<file path="src/rtl/alpha_tensor_issue_ctrl.sv">
// alpha_tensor_issue_ctrl
// Issue scheduler feeding the alphaTensor matrix-multiply pipeline.
// Requests wait in an in-order FIFO. The head entry issues only when none of
// the PIPE_LAT in-flight destinations (scoreboard shift register) match its
// sources. A branch flush empties the queue and kills the youngest in-flight op.
// Optional build macro: ALPHATENSOR_PERF_CNT_EN adds issue/stall counters.
module alpha_tensor_issue_ctrl #(
    parameter int DEPTH_BIT  = 8,
    parameter int FIFO_DEPTH = 4,
    parameter int PIPE_LAT   = 3
) (
    input  logic                 clk,
    input  logic                 rst_n,
    input  logic                 req_vld,
    output logic                 req_rdy,
    input  logic [DEPTH_BIT-1:0] req_rd,
    input  logic [DEPTH_BIT-1:0] req_rs1,
    input  logic [DEPTH_BIT-1:0] req_rs2,
    input  logic                 bru_vld_0,
    input  logic                 bru_flush_0,
    output logic                 issue_vld,
    output logic [DEPTH_BIT-1:0] issue_rd,
    output logic [DEPTH_BIT-1:0] issue_rs1,
    output logic [DEPTH_BIT-1:0] issue_rs2,
    output logic                 stall,
    output logic                 busy
`ifdef ALPHATENSOR_PERF_CNT_EN
    ,
    output logic [31:0]          perf_issue_cnt,
    output logic [31:0]          perf_stall_cnt
`endif
);

    localparam int PTR_W = (FIFO_DEPTH > 1) ? $clog2(FIFO_DEPTH) : 1;
    localparam int CNT_W = PTR_W + 1;

    logic [DEPTH_BIT-1:0] mem_rd_q  [FIFO_DEPTH];
    logic [DEPTH_BIT-1:0] mem_rs1_q [FIFO_DEPTH];
    logic [DEPTH_BIT-1:0] mem_rs2_q [FIFO_DEPTH];
    logic [DEPTH_BIT-1:0] mem_rd_d  [FIFO_DEPTH];
    logic [DEPTH_BIT-1:0] mem_rs1_d [FIFO_DEPTH];
    logic [DEPTH_BIT-1:0] mem_rs2_d [FIFO_DEPTH];
    logic [PTR_W-1:0]     wr_ptr_q, wr_ptr_d;
    logic [PTR_W-1:0]     rd_ptr_q, rd_ptr_d;
    logic [CNT_W-1:0]     count_q, count_d;

    logic [PIPE_LAT-1:0]  slot_vld_q, slot_vld_d;
    logic [DEPTH_BIT-1:0] slot_rd_q [PIPE_LAT];
    logic [DEPTH_BIT-1:0] slot_rd_d [PIPE_LAT];

    logic                 flush;
    logic                 head_valid;
    logic                 hazard;
    logic                 push;
    logic                 pop;
    logic [DEPTH_BIT-1:0] head_rd, head_rs1, head_rs2;

    assign flush      = bru_vld_0 & bru_flush_0;
    assign head_valid = (count_q != '0);
    assign head_rd    = mem_rd_q[rd_ptr_q];
    assign head_rs1   = mem_rs1_q[rd_ptr_q];
    assign head_rs2   = mem_rs2_q[rd_ptr_q];
    assign req_rdy    = (count_q != CNT_W'(FIFO_DEPTH));
    assign push       = req_vld & req_rdy & ~flush;

    // RAW check of the head sources against every in-flight destination
    always_comb begin
        hazard = 1'b0;
        for (int i = 0; i < PIPE_LAT; i++) begin
            if (slot_vld_q[i] && ((slot_rd_q[i] == head_rs1) || (slot_rd_q[i] == head_rs2)))
                hazard = 1'b1;
        end
    end

    assign issue_vld = head_valid & ~hazard & ~flush;
    assign pop       = issue_vld;
    assign issue_rd  = issue_vld ? head_rd  : '0;
    assign issue_rs1 = issue_vld ? head_rs1 : '0;
    assign issue_rs2 = issue_vld ? head_rs2 : '0;
    assign stall     = head_valid & hazard & ~flush;
    assign busy      = (count_q != '0) | (|slot_vld_q);

    // Queue next state: flush drops everything and realigns the read pointer
    always_comb begin
        mem_rd_d  = mem_rd_q;
        mem_rs1_d = mem_rs1_q;
        mem_rs2_d = mem_rs2_q;
        wr_ptr_d  = wr_ptr_q;
        rd_ptr_d  = rd_ptr_q;
        count_d   = count_q;
        if (flush) begin
            rd_ptr_d = wr_ptr_q;
            count_d  = '0;
        end else begin
            if (push) begin
                mem_rd_d[wr_ptr_q]  = req_rd;
                mem_rs1_d[wr_ptr_q] = req_rs1;
                mem_rs2_d[wr_ptr_q] = req_rs2;
                wr_ptr_d            = wr_ptr_q + 1'b1;
            end
            if (pop)
                rd_ptr_d = rd_ptr_q + 1'b1;
            count_d = count_q + CNT_W'(push) - CNT_W'(pop);
        end
    end

    // Scoreboard shift; the op in slot 0 during a flush dies in the preadder
    always_comb begin
        slot_vld_d    = '0;
        slot_rd_d[0]  = issue_rd;
        slot_vld_d[0] = issue_vld;
        for (int i = 1; i < PIPE_LAT; i++) begin
            slot_rd_d[i]  = slot_rd_q[i-1];
            slot_vld_d[i] = slot_vld_q[i-1] & ~((i == 1) & flush);
        end
    end

    // State registers
    always_ff @(posedge clk or negedge rst_n) begin
        if (!rst_n) begin
            wr_ptr_q   <= '0;
            rd_ptr_q   <= '0;
            count_q    <= '0;
            slot_vld_q <= '0;
            for (int i = 0; i < FIFO_DEPTH; i++) begin
                mem_rd_q[i]  <= '0;
                mem_rs1_q[i] <= '0;
                mem_rs2_q[i] <= '0;
            end
            for (int i = 0; i < PIPE_LAT; i++)
                slot_rd_q[i] <= '0;
        end else begin
            wr_ptr_q   <= wr_ptr_d;
            rd_ptr_q   <= rd_ptr_d;
            count_q    <= count_d;
            slot_vld_q <= slot_vld_d;
            mem_rd_q   <= mem_rd_d;
            mem_rs1_q  <= mem_rs1_d;
            mem_rs2_q  <= mem_rs2_d;
            slot_rd_q  <= slot_rd_d;
        end
    end

`ifdef ALPHATENSOR_PERF_CNT_EN
    logic [31:0] perf_issue_cnt_q, perf_issue_cnt_d;
    logic [31:0] perf_stall_cnt_q, perf_stall_cnt_d;

    // Free-running event counters, wrapping, unaffected by flush
    always_comb begin
        perf_issue_cnt_d = perf_issue_cnt_q + {31'd0, issue_vld};
        perf_stall_cnt_d = perf_stall_cnt_q + {31'd0, stall};
    end

    // Counter registers
    always_ff @(posedge clk or negedge rst_n) begin
        if (!rst_n) begin
            perf_issue_cnt_q <= '0;
            perf_stall_cnt_q <= '0;
        end else begin
            perf_issue_cnt_q <= perf_issue_cnt_d;
            perf_stall_cnt_q <= perf_stall_cnt_d;
        end
    end

    assign perf_issue_cnt = perf_issue_cnt_q;
    assign perf_stall_cnt = perf_stall_cnt_q;
`endif

endmodule

</file>
<file path="config.mk">
export PLATFORM = sky130hd
export DESIGN_NAME = alpha_tensor_issue_ctrl
export DESIGN_NICKNAME = d
export VERILOG_FILES = /design/src/rtl/alpha_tensor_issue_ctrl.sv
export SDC_FILE = /design/constraint.sdc
export NUM_CORES = 1
export LEC_CHECK = 0
export ABC_AREA = 1
export CORE_MARGIN = 3
export CORE_UTILIZATION = 55
export DETAILED_ROUTE_END_ITERATION = 7
export PLACE_DENSITY = 0.82
export REMOVE_ABC_BUFFERS = 1
export SLEW_MARGIN = 20
export SYNTH_ARGS = -nofsm -noshare
export SYNTH_HDL_FRONTEND = slang
export SYNTH_SLANG_ARGS = --single-unit
</file>
<file path="constraint.sdc">
create_clock -name clk -period 3.7 [get_ports clk]
set_input_delay 0.37 -clock clk [delete_from_list [all_inputs] [get_ports clk]]
set_output_delay 0.37 -clock clk [all_outputs]
set_load 0.02 [all_outputs]
</file>
==> metrics.md <==
| Metric | Value |
|---|---|
| Status | `completed` |
| Core area | `0.0117 mm2` |
| Die Ht | `around 120 um` |
| H-tree levels | `4` |
| Number of global-route vias before repair | `between 5000 and 6000` |
| Top cell type's share of synthesized area | `0.486` |
| Slew HR | `0.507` |
| Sequential share of power | `0.288` |
| Unique masters post-synth | `25` |
| Hold_ws | `between 0.01 and 0.015 ns` |
| Max-cap violations | `0` |
| # nets final | `966` |
| Number of synthesized register bits | `130` |
| Period minus WS final | `3.42 ns` |
| Period utilisation layout | `0.923` |
| Clock transition at path regs | `around 0.06 ns` |
| Cells after Synth | `888` |
| Root buffer cell | `clkbuf_16` |
| Register area share after synthesis | `0.486` |
| First-pass GRT wire length | `approximately 27 mm` |
| FILL cells | `928` |
| R2R setup slack | `roughly 0.45 ns` |
| CTS buffer count | `17` |
| First drt pass iteration count | `6` |
| CP Capture Type | `output port` |
| Syn avg cell area | `7.55 um2` |
| Die X | `116 um` |
| Final Power | `0.00833 W` |
| Worst EP required | `3.33 ns` |
| Rows | `39` |
| Power Dens Cells | `1050 mW/mm2` |
| DP Wirelength | `10.1 mm` |
| GPL Wtd Cong | `about 0.82` |
| Pleak | `4.11 nW` |
| Final wirelength | `16.1 mm` |
| Largest fanout on the critical path | `34` |
| Placed Instances | `1054` |
| Final ANT Viol Nets | `0` |
| Clock skew | `about 0.0055 ns` |
| # IOs | `57` |
| RSZ-0062 raised after global routing | `no` |
| Most instantiated library cell after synthesis | `nand2_1` |
| Worst skew pair latency | `0.42 ns` |
| Sw Share | `0.436` |
| Arrival time of the worst setup path | `3.05 ns` |
| CTS sink count | `130` |
| Fraction of layout cells with a size suffix above 1 | `0.101` |
| Total Routing Usage GR | `0.257` |
| Post-route setup TNS | `0 ns` |
| Initial Util | `0.575` |
| Initial drt markers | `571` |
| Wire per inst | `14.8 um` |
| Post-place setup slack | `about 0.31 ns` |
| Non-Filler Instances | `1086` |
| DRC viols | `0` |
| Initial antenna violation count | `0` |
| Ys Warns | `0` |
| Area contributors post-synth | `dfrtp_1 (49%), nand2_1 (17%), o21ai_0 (7.3%)` |
| Clock Path Buffers | `2` |
| Asr flop ratio synth | `1.00` |
| Synth Cell Area | `0.00670 mm2` |
| CP Class | `flop to output port` |
| Setup Viol. Count Final | `0` |
| Combinational share of power | `0.492` |
| Largest net degree at the start of global routing | `75` |
| Hold Vio Cnt, Final | `0` |
| Port bufs | `56` |
| Most common library cells after synthesis | `nand2_1 (298), dfrtp_1 (130), inv_1 (130)` |
| Measured slew at the worst slew-check pin | `0.739 ns` |
| Area leader, netlist | `dfrtp_1` |
| Ys flop type | `dfrtp_1` |
| Int Pwr | `between 0.004 and 0.005 W` |
| Clock share of power | `0.220` |
| Total grt overflow | `0` |
| Crit path launch type | `flop` |
| Fmax | `293 MHz` |
| TritonCTS clock tree | `yes` |
| Area Growth Syn to Fin | `18.3%` |
| Final worst-path setup slack | `0.284 ns` |
| Post-CTS Hold Buffers | `0` |
| Worst hold path type | `input pin to asynchronous set/reset pin` |
| Number of synthesized flops with an enable pin | `0` |
| Fin. max-slew vios | `0` |
| Ant diodes | `0` |
| Via count | `5798` |
| NetSw | `0.00363 W` |
| Die area | `0.0135 mm2` |
| Worst VDD drop | `~0.6 mV` |
| Vias/cell | `5.34` |
==> layout by cell type, fill, tap and decap left out <==
master and count:
buf_6 3, nor3_1 2, inv_1 130, nor2_2 8, clkdlybuf4s50_1 31, nand2_1 298
mux2_2 16, clkbuf_2 9, nand3_2 3, clkinvlp_4 3, or2_2 1, xor2_1 7
a21oi_1 18, fa_1 1, ha_1 6, inv_2 10, inv_4 1, nand4_2 1
buf_4 7, nor2_1 38, clkbuf_1 2, nand4_1 1, inv_6 1, dfrtp_1 129
dlymetal6s2s_1 8, buf_12 2, nand3_1 71, clkinv_4 2, bufinv_16 5, dfrtp_2 1
o21ai_0 98, dlygate4sd2_1 7, and3_1 1, clkbuf_16 17, clkinv_2 2, nand2_4 1
nand2_2 2
==> cells by family after synthesis <==
group | synth area share
AOI/OAI and AO/OA | 0.0866
xor gates and xnor gates | 0.00915
adders and majority gates | 0.0142
buffers and inverters | 0.116
DFF | 0.486
muxes | 0.0269
and+or+nand+nor | 0.261
==> repair_timing <==
action / 4_1_cts / 5_1_grt
setup buffers: 0 / 0
setup endpoints to repair: 24 / 24
pin swaps: 0 / 0
gates resized for setup: 18 / 28
==> registers in the layout (all words and copies together) (netlist names) <==
| signal | flops |
|---|---|
| mem_rd_q | 32 |
| slot_rd_q | 8 |
| slot_vld_q | 3 |
| mem_rs1_q | 32 |
| count_q | 3 |
| mem_rs2_q | 32 |
| slot_rd_d | 16 |
| rd_ptr_q | 2 |
| wr_ptr_q | 2 |
==> area by class of cell <==
type	instances	area [um2]	share of cell area
flip-flops and latches	130	3250	0.410
repair buffers	67	643	0.0811
clock inverters	13	209	0.0264
inverters	141	532	0.0671
clock buffers	19	433	0.0546
multi-input cells	573	2680	0.338
well taps	143	179	0.0226
==> power by group through the flow <==
| stage | Clock [W] | Combinational, W | Sequential, W |
|---|---|---|---|
| finish | 0.00183 | 0.00410 | 0.00240 |
| global route | 0.00193 | 0.00463 | 0.00247 |
| CTS | 0.00184 | 0.00412 | 0.00240 |
| detailed placement | 0 | 0.00413 | 0.00241 |
| global placement | 0 | 0.00404 | 0.00237 |
| floorplan | 0 | 0.00275 | 0.00240 |
==> metrics by stage <==
stage / area [um2] / utilization
CTS: 7940 / 0.680
global placement: 7310 / 0.627
floorplan: 6450 / -
detailed placement: 7310 / 0.627
finish: 7930 / 0.680
global route: 7930 / 0.680
==> final timing paths <==
kind,startpoint,endpoint,cells past startpoint
min in group clk,slot_vld_q[1]$_DFF_PN0_,slot_vld_q[2]$_DFF_PN0_,0
max in group asynchronous,rst_n,mem_rd_q[15]$_DFFE_PN0P_,2
worst max register to register,rd_ptr_q[0]$_DFFE_PN0P_,count_q[2]$_DFF_PN0_,22
worst min register to register,slot_vld_q[1]$_DFF_PN0_,slot_vld_q[2]$_DFF_PN0_,0
worst min-delay path,rst_n,mem_rs1_q[4]$_DFFE_PN0P_,1
worst max-delay path,rd_ptr_q[0]$_DFFE_PN0P_,issue_vld,16
==> worst max-delay path, cell delays in order (launching register included) <==
cell and delay (ns):
dfrtp_2 0.42, inv_2 0.07, buf_12 0.19, nand2_1 0.11, nand3_1 0.17, nand2_1 0.18
xor2_1 0.18, nand2_1 0.09, nor2_1 0.05, nand2_1 0.05, nand2_1 0.06, nand2_1 0.09
nand4_2 0.13, inv_2 0.10, nand2_4 0.05, inv_2 0.08, clkdlybuf4s50_1 0.60
==> per-layer routing <==
layer	global-route usage	vias up	part of all wire
li1	-	2812	-
met3	0.0689	41	0.064
met5	0	-	0
met2	0.415	220	0.48
met1	0.324	2725	0.43
met4	0.120	0	0.028
(Power assumes the default switching activity.)
